==> config.mk <==
export PLATFORM = sky130hd
export DESIGN_NAME = intersection_ctrl
export DESIGN_NICKNAME = d
export VERILOG_FILES = /design/src/rtl/traffic_pkg.sv /design/src/rtl/phase_timer.sv /design/src/rtl/intersection_ctrl.sv
export SDC_FILE = /design/constraint.sdc
export NUM_CORES = 1
export LEC_CHECK = 0
export ABC_AREA = 1
export CAP_MARGIN = 20
export CORE_MARGIN = 2
export CORE_UTILIZATION = 46
export DETAILED_ROUTE_END_ITERATION = 8
export GPL_TIMING_DRIVEN = 0
export PLACE_DENSITY = 0.69
export SETUP_SLACK_MARGIN = 0.15
export SLEW_MARGIN = 20
export SYNTH_ARGS = -nofsm -noshare
export SYNTH_HDL_FRONTEND = slang
export SYNTH_SLANG_ARGS = --single-unit
==> constraint.sdc <==
create_clock -name sys_clk -period 2.7 [get_ports sys_clk]
set_input_delay 0.27 -clock sys_clk [delete_from_list [all_inputs] [get_ports sys_clk]]
set_output_delay 0.27 -clock sys_clk [all_outputs]
set_load 0.01 [all_outputs]
==> src/rtl/traffic_pkg.sv <==
// Shared types and constants for the intersection controller.
package traffic_pkg;

    localparam int T_W = 5;

    typedef enum logic [3:0] {
        S_IDLE  = 4'd0,
        S_A_GRN = 4'd1,
        S_A_YEL = 4'd2,
        S_AR1   = 4'd3,
        S_B_GRN = 4'd4,
        S_B_YEL = 4'd5,
        S_AR2   = 4'd6,
        S_PED   = 4'd7,
        S_FLASH = 4'd8
    } state_t;

    localparam logic [2:0] L_OFF = 3'b000;
    localparam logic [2:0] L_GRN = 3'b001;
    localparam logic [2:0] L_YEL = 3'b010;
    localparam logic [2:0] L_RED = 3'b100;

endpackage

==> src/rtl/phase_timer.sv <==
// Loadable down-counter for phase durations; it stops at 1 so an expired phase can be held.
module phase_timer
    import traffic_pkg::*;
#(
    parameter logic [T_W-1:0] RST_VAL = T_W'(2)
) (
    input  logic           sys_clk,
    input  logic           sys_rst_p,
    input  logic           tick,
    input  logic           load,
    input  logic [T_W-1:0] load_val,
    output logic [T_W-1:0] cnt,
    output logic           expire
);

    // Load has priority over counting; a count of 0 or 1 never decrements.
    always_ff @(posedge sys_clk) begin
        if (sys_rst_p) begin
            cnt <= RST_VAL;
        end else if (load) begin
            cnt <= load_val;
        end else if (tick && (cnt > T_W'(1))) begin
            cnt <= cnt - T_W'(1);
        end
    end

    // Terminal-count: the tick that lands on a count of 1 ends the phase.
    assign expire = tick && (cnt == T_W'(1));

endmodule

==> src/rtl/intersection_ctrl.sv <==
// Two-road intersection sequencer with pedestrian phase and flash fallback.
//
//  state   | meaning
//  --------+---------------------------------------------------
//  IDLE    | all red after reset or flash, settles for AR_T
//  A_GRN   | main road green, held past minimum until a request
//  A_YEL   | main road yellow
//  AR1     | all-red clearance before side road or pedestrians
//  B_GRN   | side road green
//  B_YEL   | side road yellow
//  AR2     | all-red clearance before pedestrians or main road
//  PED     | walk phase, both roads red
//  FLASH   | en low: both roads blink yellow, timer parked at 0
module intersection_ctrl
    import traffic_pkg::*;
#(
    parameter int G_A_T = 10,
    parameter int G_B_T = 6,
    parameter int Y_T   = 3,
    parameter int AR_T  = 2,
    parameter int PED_T = 5
) (
    input  logic           sys_clk,
    input  logic           sys_rst_p,
    input  logic           tick_1s,
    input  logic           en,
    input  logic           car_b,
    input  logic           ped_req,
    output logic [2:0]     light_a,
    output logic [2:0]     light_b,
    output logic           walk,
    output logic [T_W-1:0] light_t
);

    if (G_A_T < 1 || G_A_T > 31 || G_B_T < 1 || G_B_T > 31 || Y_T < 1 || Y_T > 31 ||
        AR_T < 1 || AR_T > 31 || PED_T < 1 || PED_T > 31) begin : g_param_err
        $error("intersection_ctrl: timing parameters must lie in 1..31");
    end

    state_t         state, state_nxt;
    logic           b_pend, ped_pend;
    logic           flash_ph, flash_nxt;
    logic           load, expire;
    logic [T_W-1:0] load_val;
    logic [2:0]     lamp_a_nxt, lamp_b_nxt;

    phase_timer #(.RST_VAL(T_W'(AR_T))) u_timer (
        .sys_clk   (sys_clk),
        .sys_rst_p (sys_rst_p),
        .tick      (tick_1s),
        .load      (load),
        .load_val  (load_val),
        .cnt       (light_t),
        .expire    (expire)
    );

    // Next-state selection; en low wins over any expiry in the same cycle.
    always_comb begin
        state_nxt = state;
        if (!en) begin
            state_nxt = S_FLASH;
        end else if (state == S_FLASH) begin
            state_nxt = S_IDLE;
        end else if (expire) begin
            case (state)
                S_IDLE:  state_nxt = S_A_GRN;
                S_A_GRN: state_nxt = (b_pend || ped_pend) ? S_A_YEL : S_A_GRN;
                S_A_YEL: state_nxt = S_AR1;
                S_AR1:   state_nxt = b_pend ? S_B_GRN : S_PED;
                S_B_GRN: state_nxt = S_B_YEL;
                S_B_YEL: state_nxt = S_AR2;
                S_AR2:   state_nxt = ped_pend ? S_PED : S_A_GRN;
                S_PED:   state_nxt = S_A_GRN;
                default: state_nxt = S_IDLE;
            endcase
        end
    end

    // Timer reloads on every state change; FLASH parks the count at 0.
    always_comb begin
        load = (state_nxt != state);
        case (state_nxt)
            S_IDLE:          load_val = T_W'(AR_T);
            S_A_GRN:         load_val = T_W'(G_A_T);
            S_A_YEL, S_B_YEL: load_val = T_W'(Y_T);
            S_AR1, S_AR2:    load_val = T_W'(AR_T);
            S_B_GRN:         load_val = T_W'(G_B_T);
            S_PED:           load_val = T_W'(PED_T);
            default:         load_val = '0;
        endcase
    end

    // Flash phase restarts at "yellow on" on entry and toggles per tick.
    always_comb begin
        flash_nxt = 1'b0;
        if (state_nxt == S_FLASH && state == S_FLASH) begin
            flash_nxt = tick_1s ? ~flash_ph : flash_ph;
        end
    end

    // Lamp decode from the next state so the lamp registers track the state register.
    always_comb begin
        lamp_a_nxt = L_RED;
        lamp_b_nxt = L_RED;
        case (state_nxt)
            S_A_GRN: lamp_a_nxt = L_GRN;
            S_A_YEL: lamp_a_nxt = L_YEL;
            S_B_GRN: lamp_b_nxt = L_GRN;
            S_B_YEL: lamp_b_nxt = L_YEL;
            S_FLASH: begin
                lamp_a_nxt = flash_nxt ? L_OFF : L_YEL;
                lamp_b_nxt = flash_nxt ? L_OFF : L_YEL;
            end
            default: ;
        endcase
    end

    // State, flash phase and registered lamp outputs.
    always_ff @(posedge sys_clk) begin
        if (sys_rst_p) begin
            state    <= S_IDLE;
            flash_ph <= 1'b0;
            light_a  <= L_RED;
            light_b  <= L_RED;
            walk     <= 1'b0;
        end else begin
            state    <= state_nxt;
            flash_ph <= flash_nxt;
            light_a  <= lamp_a_nxt;
            light_b  <= lamp_b_nxt;
            walk     <= (state_nxt == S_PED);
        end
    end

    // Request latches: clearing on phase entry beats a coincident request; frozen in flash.
    always_ff @(posedge sys_clk) begin
        if (sys_rst_p) begin
            b_pend   <= 1'b0;
            ped_pend <= 1'b0;
        end else begin
            if (state_nxt == S_B_GRN && state != S_B_GRN) begin
                b_pend <= 1'b0;
            end else if (car_b && en && state != S_FLASH) begin
                b_pend <= 1'b1;
            end
            if (state_nxt == S_PED && state != S_PED) begin
                ped_pend <= 1'b0;
            end else if (ped_req && en && state != S_FLASH) begin
                ped_pend <= 1'b1;
            end
        end
    end

endmodule

Yosys cells after proc, flatten, opt, wreduce, memory -nomap -nowiden
Memory sizes are Yosys's and may differ from the RTL's.
Index checks and enable logic that the tools add are counted.
Widths: inputs -> output; s select.
{ "totals": {"ff_bits": 19, "romBits": 32, "input_bits": 6, "wordCells": 61, "memories": 1} }
{ "memory_table": {"columns": ["name", "depth", "word_bits", "read_ports", "rd_ports_with_merged_regs", "write_ports", "line", "rtl"], "rows": [
  ["(name not given)", 8, 4, 1, 0, 0, "intersection_ctrl.sv:82", "case (state_nxt)"]
]} }
{ "classes": {"add_sub_neg": 1, "order_cmp": 1, "n_eq_ne": 19, "mux": 15, "n_bitwise": 1, "reduce_logical": 15} }
{ "ops": {"columns": ["op", "n"], "rows": [
  ["$eq 4x3->1 const B", 7],
  ["$pmux 3 s7", 1],
  ["$pmux 3 s3", 2],
  ["$mux 5", 3],
  ["$eq 4x2->1 const B", 3],
  ["$mux 4", 3],
  ["$logic_and 1x1->1", 9],
  ["$eq 4x1->1 const B", 2],
  ["$eq 4x4->1 const B", 2],
  ["$ne 4x3->1 const B", 2],
  ["$mux 2", 3],
  ["$reduce_or 2->1", 3],
  ["$eq 5x1->1 const B", 1],
  ["$gt 5x1->1 const B", 1],
  ["$sub 5x1->5 const B", 1],
  ["$logic_not 4->1", 1],
  ["$ne 4x4->1", 1],
  ["$ne 4x4->1 const B", 1],
  ["$mux 3", 1],
  ["$mux 1", 2],
  ["$reduce_bool 2->1", 1],
  ["$logic_or 1x1->1", 1],
  ["$not 1->1", 1]
]} }

Logic depth before layout (Yosys ltp)
Gate-level depths: netlist of run 1.
{ "depth": {"depth_word": 11, "ltp_mapped": 17, "ltp_nobuf": 17} }

By module
A second synthesis of run 1 with hierarchy kept.
{ "unflattened": {"hier_cells": 195, "area_unflattened_um2": 1306.3} }
{ "modules_own_cells": {"columns": ["mod", "n_inst", "cells_each", "area_each_um2", "seq_area_each_um2"], "rows": [
  ["intersection_ctrl", 1, 133, 910.9, 280.3],
  ["phase_timer", 1, 62, 395.4, 100.1]
]} }

Worst setup path before layout of run 1
No wires, ideal clock.
{ "synth_path": {"kind": "register -> register", "from": "register u_timer.cnt[0]", "to": "register u_timer.cnt[2]", "setup_ps": 62, "arrival_ps": 1771, "t_required_ps": 2638, "setup_slack_ps": 867, "stages_incl_launch_ff": 15, "period_less_slack_ps": 1833, "cell_sequence": "dfxtp_1 ha_1 inv_1 nor2_1 nand3_1 nor2_1 nand2_1 nand2_2 nand2_2 ha_1 nor2_1 nand2_1 o21ai_1 inv_1 nor2_2"} }
{ "synth_between": {"elab_chain_cells": 8} }
{ "synth_rtl": {"columns": ["item", "line", "rtl"], "rows": [
  ["from (decl)", "phase_timer.sv:12", "output logic [T_W-1:0] cnt,"],
  ["from (signal assigned)", "phase_timer.sv:21", "cnt <= load_val;"],
  ["from (signal assigned)", "phase_timer.sv:23", "cnt <= cnt - T_W'(1);"],
  ["$eq 5x1->1", "phase_timer.sv:28", "assign expire = tick && (cnt == T_W'(1));"],
  ["$logic_and 1x1->1", "phase_timer.sv:28", null],
  ["$mux 4", "intersection_ctrl.sv:64", "end else if (expire) begin"],
  ["$mux 4", "intersection_ctrl.sv:62", "end else if (state == S_FLASH) begin"],
  ["$mux 4", "intersection_ctrl.sv:60", "if (!en) begin"],
  ["$mem_v2 8x4", null, null],
  ["$mux 5", "intersection_ctrl.sv:82", null],
  ["$mux 5", "phase_timer.sv:20", "end else if (load) begin"]
]} }
Parallel ways exist; a longest one is shown, timed or not. The select of a mux whose other input is x is not followed.
A chain may end at the register's enable or synchronous reset.

Final worst setup path of run 1
{ "layout_path": {"from": "register u_timer.cnt[0]", "to": "register u_timer.cnt[0]"} }
{ "layout_between": {"elab_chain_cells": 8} }
{ "layout_rtl": {"columns": ["item", "line", "rtl"], "rows": [
  ["$eq 5x1->1 (*)", "phase_timer.sv:28", null],
  ["$logic_and 1x1->1 (*)", "phase_timer.sv:28", null],
  ["$mux 4 (*)", "intersection_ctrl.sv:64", null],
  ["$mux 4 (*)", "intersection_ctrl.sv:62", null],
  ["$mux 4 (*)", "intersection_ctrl.sv:60", null],
  ["net state_nxt[1]", "intersection_ctrl.sv:40", "state_t state, state_nxt;"],
  ["$mem_v2 8x4", null, null],
  ["$mux 5", "intersection_ctrl.sv:82", null],
  ["$mux 5", "phase_timer.sv:20", null]
]} }
Mark *: on every way through the listed nets, which the timed path passes. The rest lies on a longest branch. The select of a mux whose other input is x is not followed.

==> impl_results.md, run 1 <==
- Post-synthesis cell count: 175
- H-Tree Depth: 1
- Initial core utilization: just under 50%
- Status: finished clean
- Achievable Freq: approximately 0.47 GHz
- Synthesized area: roughly 0.0012 mm2
- # resized after CTS: 0
- Final WS setup: 0.551 ns
- Vias per std cell: between 5 and 6
- Die height: between 50 and 60 um
- Synthesized Nets: approximately 190
- Max incr delay on CP: between 0.4 and 0.5 ns
- Setup CP Type: flip-flop to flip-flop
- Setup TNS: 0 ns
- Final Cell Area: ~0.0014 mm2
- FILL cells: roughly 250
- Die area: ~0.0030 mm2
- Leakage power figure: ~0.69 nW
- WP data required: between 2 and 3 ns
- Port buffer count: 17
- Slowest cell on the critical path: dfxtp_1
- FF+latch count, synth: 19
- Via count: approximately 1100
- CP Capture Type: flip-flop
- Mean Syn Cell Area: ~6.7 um2
- Commonest cells after routing, fill and taps aside: nand2_1 (40), nor2_1 (24), nand3_1 (19), dfxtp_1 (19), inv_1 (18)
- Worst path bufs/invs: 3
- Commonest non-fill, non-tap cell in the layout: nand2_1
- Post-synthesis cell type count: 28
- Worst-Skew Late Latency: approximately 0.3 ns
- Number of iterations in the first detailed-routing pass: 4
- Crit start category: flip-flop
- Layout area overhead: 19.9%
- Tmin final: around 2.1 ns
- CTS sink count: 19
- Residual DRC: 0
- Final Wtd Congestion: just over 0.8
- Worst Hold Class: flip-flop to flip-flop
- DRT antenna net count: 0
- Arrival @ worst endpoint: between 2 and 2.5 ns
- Post-Route WL: around 2700 um
- Final number of hold-violating endpoints: 0
- Congestion Overflow GR: 0
- CTS clk-pin slew, worst paths: approximately 0.12 ns
- Sequential area share after synthesis: 32.2%
- TritonCTS clock tree: yes
- Cell Area, Placed: approximately 0.0014 mm2
- Reg2reg start: u_timer.cnt[0]
- Setup violations, final: 0
- Worst-margin pin slew: approximately 0.42 ns
- First-pass GRT wire length: approximately 4400 um
- Critical-path cell list: ha_1 -> inv_1 -> nor2_1 -> nand3_1 -> inv_1 -> nand2_1 -> nand2_1 -> nand2_2 -> inv_1 -> ha_1 -> nand3_1 -> o21ai_0 -> nand2_1 -> a21oi_2
- Critical path launch point: u_timer.cnt[0]
- Core footprint: approximately 0.0025 mm2
- Post-DP HPWL: about 2100 um
- Post-layout nets: between 200 and 250
- Initial antenna violation count: 0
- DR WL/cell: between 10 and 15 um
- Pre-CTS WS: between 0.4 and 0.5 ns
- Largest net degree at the start of global routing: 12
- Power density cells: between 400 and 500 mW/mm2
- N_diodes: 0
- FP Rows: 18
- Gr usage total: about a fifth
- Hold Slack: about 0.5 ns
- Slew margin rel.: a little under three quarters
- Worst-case clock buffer depth: 2
- Layout cells sized above 1: 14.3%
- Hold Startpoint: b_pend
- Post-CTS setup buffer count: 0
- CTS Hold Bufs: 0
- Inserted Clock Buffers: 3
- Tcrit/Tclk final: a little under 80%
- Worst-path maximum fanout: 6
- Final std cells w/o fill: approximately 230
- RSZ-0062 raised after global routing: false
- Syn. warnings: 0
- Fin. max-slew vios: 0
- First-iteration detailed-routing DRC count: 22
- Layout Skew: around 0.0049 ns
- Max IR drop VDD: roughly 0.34 mV
- Die X-Extent: around 55 um
- Crit path max-delay family: simple AND/OR/NAND/NOR gates
- I/O pin cnt: 18
- Max_cap viols: 0
- Cells after DPL: between 200 and 250
- Number of global-route vias before repair: ~1100
- Clock root buffer: clkbuf_4
## synth_stat cells
| cell | count | share of area [%] |
|---|---|---|
| nor2_4 | 2 | 1.9 |
| nand2_4 | 1 | 0.95 |
| clkinv_2 | 1 | 0.42 |
| nor4_1 | 1 | 0.53 |
| clkbuf_1 | 1 | 0.32 |
| nor2_1 | 24 | 7.6 |
| dfxtp_1 | 19 | 32 |
| nand3_2 | 1 | 0.85 |
| xor2_1 | 4 | 3.0 |
| a31oi_1 | 2 | 1.1 |
| inv_2 | 3 | 0.95 |
| nand3_1 | 19 | 8.1 |
| ha_1 | 6 | 6.4 |
| nand2_2 | 8 | 4.2 |
| nor3_1 | 3 | 1.3 |
| a21oi_1 | 3 | 1.3 |
| a21oi_2 | 2 | 1.5 |
| buf_6 | 1 | 0.95 |
| or2_2 | 1 | 0.53 |
| xnor2_1 | 1 | 0.74 |
| o21ai_1 | 2 | 0.85 |
| nand2_1 | 40 | 13 |
| inv_1 | 18 | 5.7 |
| nor2_2 | 3 | 1.6 |
| o21ai_0 | 4 | 1.7 |
| nand3b_1 | 1 | 0.64 |
| buf_2 | 1 | 0.42 |
| nand4_1 | 3 | 1.6 |
## where the power goes
part / internal [W] / leakage [nW] / switching (W)
clock network: 0.0000551 / 0.0177 / 0.0000935
registers: 0.000297 / 0.156 / 0.0000150
logic: 0.0000653 / 0.512 / 0.0000781
## path summary, 6_finish.rpt
kind,to,slack (ns),cells past startpoint
setup reg to reg,u_timer.cnt[0],0.55,14
hold reg to reg,b_pend,0.50,2
setup / recovery,u_timer.cnt[0],0.55,14
hold / removal,b_pend,0.50,2
## worst reg2reg max path: stages (launching register included)
cell and delay (ns):
dfxtp_1 0.42, ha_1 0.18, inv_1 0.04, nor2_1 0.11, nand3_1 0.24, inv_1 0.14, nand2_1 0.06, nand2_1 0.08
nand2_2 0.09, inv_1 0.10, ha_1 0.14, nand3_1 0.13, o21ai_0 0.14, nand2_1 0.10, a21oi_2 0.12
## logic make-up (layout without fill, tap and decap cells)
family          Yosys count  in the layout  share of synthesized area, %
compound gates           13             13                          6.36
xor+xnor                  5              5                          3.71
fa+ha+maj                 6              6                          6.36
buf+inv                  25             46                          8.80
flops                    19             19                          32.2
simple gates            107            107                          42.5
## final cells by class
cell class / count / area (um2) / share of cell area (%)
Timing Repair Buffer: 17 / 170 / 12.0
Buffer: 3 / 20.0 / 1.41
Clock buffer: 3 / 22.5 / 1.59
Tap cell: 30 / 37.5 / 2.65
Sequential cell: 19 / 380 / 26.9
Inverter: 22 / 83.8 / 5.92
Clock inverter: 1 / 5.00 / 0.354
Multi-Input combinational cell: 131 / 696 / 49.2
## sequential cells by signal (all words and copies together), names as in the netlist
register and count:
light_a 3, walk 1, state 4, flash_ph 1
b_pend 1, light_b 3, ped_pend 1, u_timer.cnt 5
## stage by stage
| step | utilization, % | power [W] |
|---|---|---|
| after floorplan | - | 0.000408 |
| after global placement | 56.5 | 0.000460 |
| after detailed placement | 56.5 | 0.000461 |
| after CTS | 57.6 | 0.000607 |
| after global routing | 57.6 | 0.000641 |
| final | 57.6 | 0.000604 |
## layer usage
layer  track usage (%)  part of all wire, %  vias to the layer above
met3              4.10                  4.2                        5
met2              34.3                   45                       29
met4              5.42                  1.3                        0
met1              26.5                   50                      506
li1                  -                    -                      596
met5                 0                    0                        -
Note: power is estimated with default switching activity, not from simulation.
==> run 2: changes to the inputs <==
Clock period 2.7 ns to 2.05 ns, I/O delays scaled along.
==> impl_results.md, run 2 (same netlist as run 1, synthesis figures left out) <==
- Worst-margin pin slew: 0.432 ns (was 0.425 ns)
- CTS Hold Bufs: 0 (unchanged)
- N_diodes: 0 (unchanged)
- CTS clk-pin slew, worst paths: 0.12 ns (about the same)
- Arrival @ worst endpoint: 2.12 ns (was 2.39 ns)
- FP Rows: 18 (unchanged)
- Vias per std cell: 5.11 (was 5.03)
- Post-Route WL: 3060 um (was 2680 um)
- DRT antenna net count: 0 (unchanged)
- Clock Power Share: 23.3% (was 24.6%)
- R2R depth: 16 (was 14)
- Commonest non-fill, non-tap cell in the layout: nand2_1 (unchanged)
- Worst-Skew Late Latency: 0.30 ns (about the same)
- Slew margin rel.: 71.2% (was 71.7%)
- Final Cell Area: 0.00166 mm2 (was 0.00142 mm2)
- Crit start category: flip-flop (unchanged)
- Met3 Resource Use GR: 4.37% (was 4.10%)
- Layout cells sized above 1: 34.8% (was 14.3%)
- Port buffer count: 17 (unchanged)
- Top reg by flops: u_timer.cnt (unchanged)
- H-Tree Depth: 1 (unchanged)
- Pint: 0.000572 W (was 0.000417 W)
- Layout Skew: 0.00662 ns (was 0.00486 ns)
- Worst-case clock buffer depth: 2 (unchanged)
- Register share of total power: 48.8% (was 51.6%)
- First-iteration detailed-routing DRC count: 29 (was 22)
- Hold Slack: 0.482 ns (was 0.498 ns)
- Initial core utilization: 48.1% (unchanged)
- M2 GR Usage: 35.9% (was 34.3%)
- Max IR drop VDD: 0.451 mV (was 0.339 mV)
- Number of iterations in the first detailed-routing pass: 4 (unchanged)
- Post-layout nets: 220 (was 209)
- Final Wtd Congestion: 0.824 (unchanged)
- Comb power frac: 27.9% (was 23.8%)
- Cells after DPL: 222 (unchanged)
- Sw Share: 32.3% (was 30.9%)
- Worst Hold Class: input port to flip-flop (was flip-flop to flip-flop)
- Most Crowded Layer GR: met2 (unchanged)
- Tmin final: 1.91 ns (was 2.15 ns)
- Clock root buffer: clkbuf_4 (unchanged)
- Die area: 0.00299 mm2 (unchanged)
- RSZ-0062 raised after global routing: true (was false)
- Core footprint: 0.00245 mm2 (unchanged)
- Die X-Extent: 54.6 um (unchanged)
- Post-DP HPWL: 2090 um (unchanged)
- Congestion Overflow GR: 0 (unchanged)
- Status: finished clean (unchanged)
- Power density cells: 508 mW/mm2 (was 427 mW/mm2)
- Final number of hold-violating endpoints: 0 (unchanged)
- DR WL/cell: 12.9 um (was 11.9 um)
- Die height: 54.6 um (unchanged)
- Fin. max-slew vios: 0 (unchanged)
- First-pass GRT wire length: 4710 um (was 4430 um)
- Cell Area, Placed: 0.00139 mm2 (unchanged)
- TritonCTS clock tree: yes (unchanged)
- CP Capture Type: flip-flop (unchanged)
- Hold depth: 3 (was 2)
- Largest registers: u_timer.cnt: 5 flops, state: 4 flops (unchanged)
- Final std cells w/o fill: 237 (was 226)
- Leakage power figure: 0.746 nW (was 0.686 nW)
- Achievable Freq: 0.524 GHz (was 0.465 GHz)
- Sw power: 0.000273 W (was 0.000187 W)
- Gr usage total: 21.8% (was 20.5%)
- Inserted Clock Buffers: 3 (unchanged)
- Number of global-route vias before repair: 1137 (was 1061)
- I/O pin cnt: 18 (unchanged)
- Max_cap viols: 0 (unchanged)
- Critical-path cell list: inv_2 -> ha_4 -> inv_2 -> nor2_4 -> nand3_4 -> nor2_4 -> nand2_2 -> nand2_4 -> nand2_8 -> nand2_4 -> nand2_4 -> nor2_4 -> buf_4 -> nand4_1 -> nand2_1 -> a21oi_2 (was ha_1 -> inv_1 -> nor2_1 -> nand3_1 -> inv_1 -> nand2_1 -> nand2_1 -> nand2_2 -> inv_1 -> ha_1 -> nand3_1 -> o21ai_0 -> nand2_1 -> a21oi_2)
- Largest net degree at the start of global routing: 12 (unchanged)
- Initial antenna violation count: 0 (unchanged)
- Tcrit/Tclk final: 93.0% (was 79.6%)
- Max FFs per register: 5 (unchanged)
- Via count: 1210 (was 1136)
- Grt met1 use: 28.2% (was 26.5%)
- Slowest cell on the critical path: dfxtp_2 (was dfxtp_1)
- Commonest cells after routing, fill and taps aside: nand2_1 (30), nor2_1 (20), clkdlybuf4s50_1 (17), nand3_1 (15) (was nand2_1 (40), nor2_1 (24), nand3_1 (19), dfxtp_1 (19), inv_1 (18))
- Setup CP Type: flip-flop to flip-flop (unchanged)
- Layout area overhead: 41.0% (was 19.9%)
- Worst-path maximum fanout: 6 (unchanged)
- WP data required: 2.26 ns (was 2.94 ns)
- Setup violations, final: 0 (unchanged)
- CTS sink count: 19 (unchanged)
- Max incr delay on CP: 0.34 ns (was 0.42 ns)
- Residual DRC: 0 (unchanged)
## run 2: worst paths after layout
path | from | end | slack (ns)
worst min register to register | b_pend | b_pend | 0.50
worst max register to register | u_timer.cnt[1] | u_timer.cnt[3] | 0.14
worst min-delay path | car_b | b_pend | 0.48
worst max-delay path | u_timer.cnt[1] | u_timer.cnt[3] | 0.14
## run 2: per-stage QoR
stage	TNS [ns]	total power, W	utilization [%]	worst slack [ns]
floorplan	0	0.000537	-	0.217
global placement	-0.361	0.000605	56.5	-0.0827
detailed placement	-0.604	0.000607	56.5	-0.121
CTS	0	0.000824	62.9	0.124
global route	0	0.000891	67.8	0.00384
finish	0	0.000845	67.8	0.143
## run 2: final cells by class
cell class	instances	area [um2]
multi-input combinational	131	847
fill	216	791
sequential	19	389
timing repair buffer	28	253
inverter	22	90.1
tap	30	37.5
clock buffer	3	22.5
buffer	3	20.0
clock inverter	1	5.00
## run 2: power groups by stage
| stage | Clock, W | Combinational, W | Sequential [W] |
|---|---|---|---|
| 2_1_floorplan | 0 | 0.000114 | 0.000424 |
| 3_3_place_gp | 0 | 0.000187 | 0.000418 |
| 3_5_place_dp | 0 | 0.000188 | 0.000419 |
| 4_1_cts | 0.000198 | 0.000214 | 0.000412 |
| 5_1_grt | 0.000216 | 0.000259 | 0.000416 |
| 6_report | 0.000197 | 0.000236 | 0.000412 |
## run 2: repair_timing
| action | CTS | global route |
|---|---|---|
| pin swaps | 10 | 16 |
| endpoints found under the setup margin | 14 | 13 |
| setup buffers | 8 | 3 |
| resized for setup | 18 | 31 |
## run 2: metal layers
layer	vias to the layer above	routed length (um)
met1	557	1420
li1	622	-
met5	-	0
met4	0	12
met3	2	123
met2	29	1500
## run 2: worst max-delay path, delay by kind of cell, from the launching register on
family,cells,cell delay (ns)
adder cells (fa/ha/maj),1,0.12
flip-flops,1,0.34
AND/OR/NAND/NOR,11,1.07
buffers and inverters,3,0.24
AO/OA/AOI/OAI,1,0.04
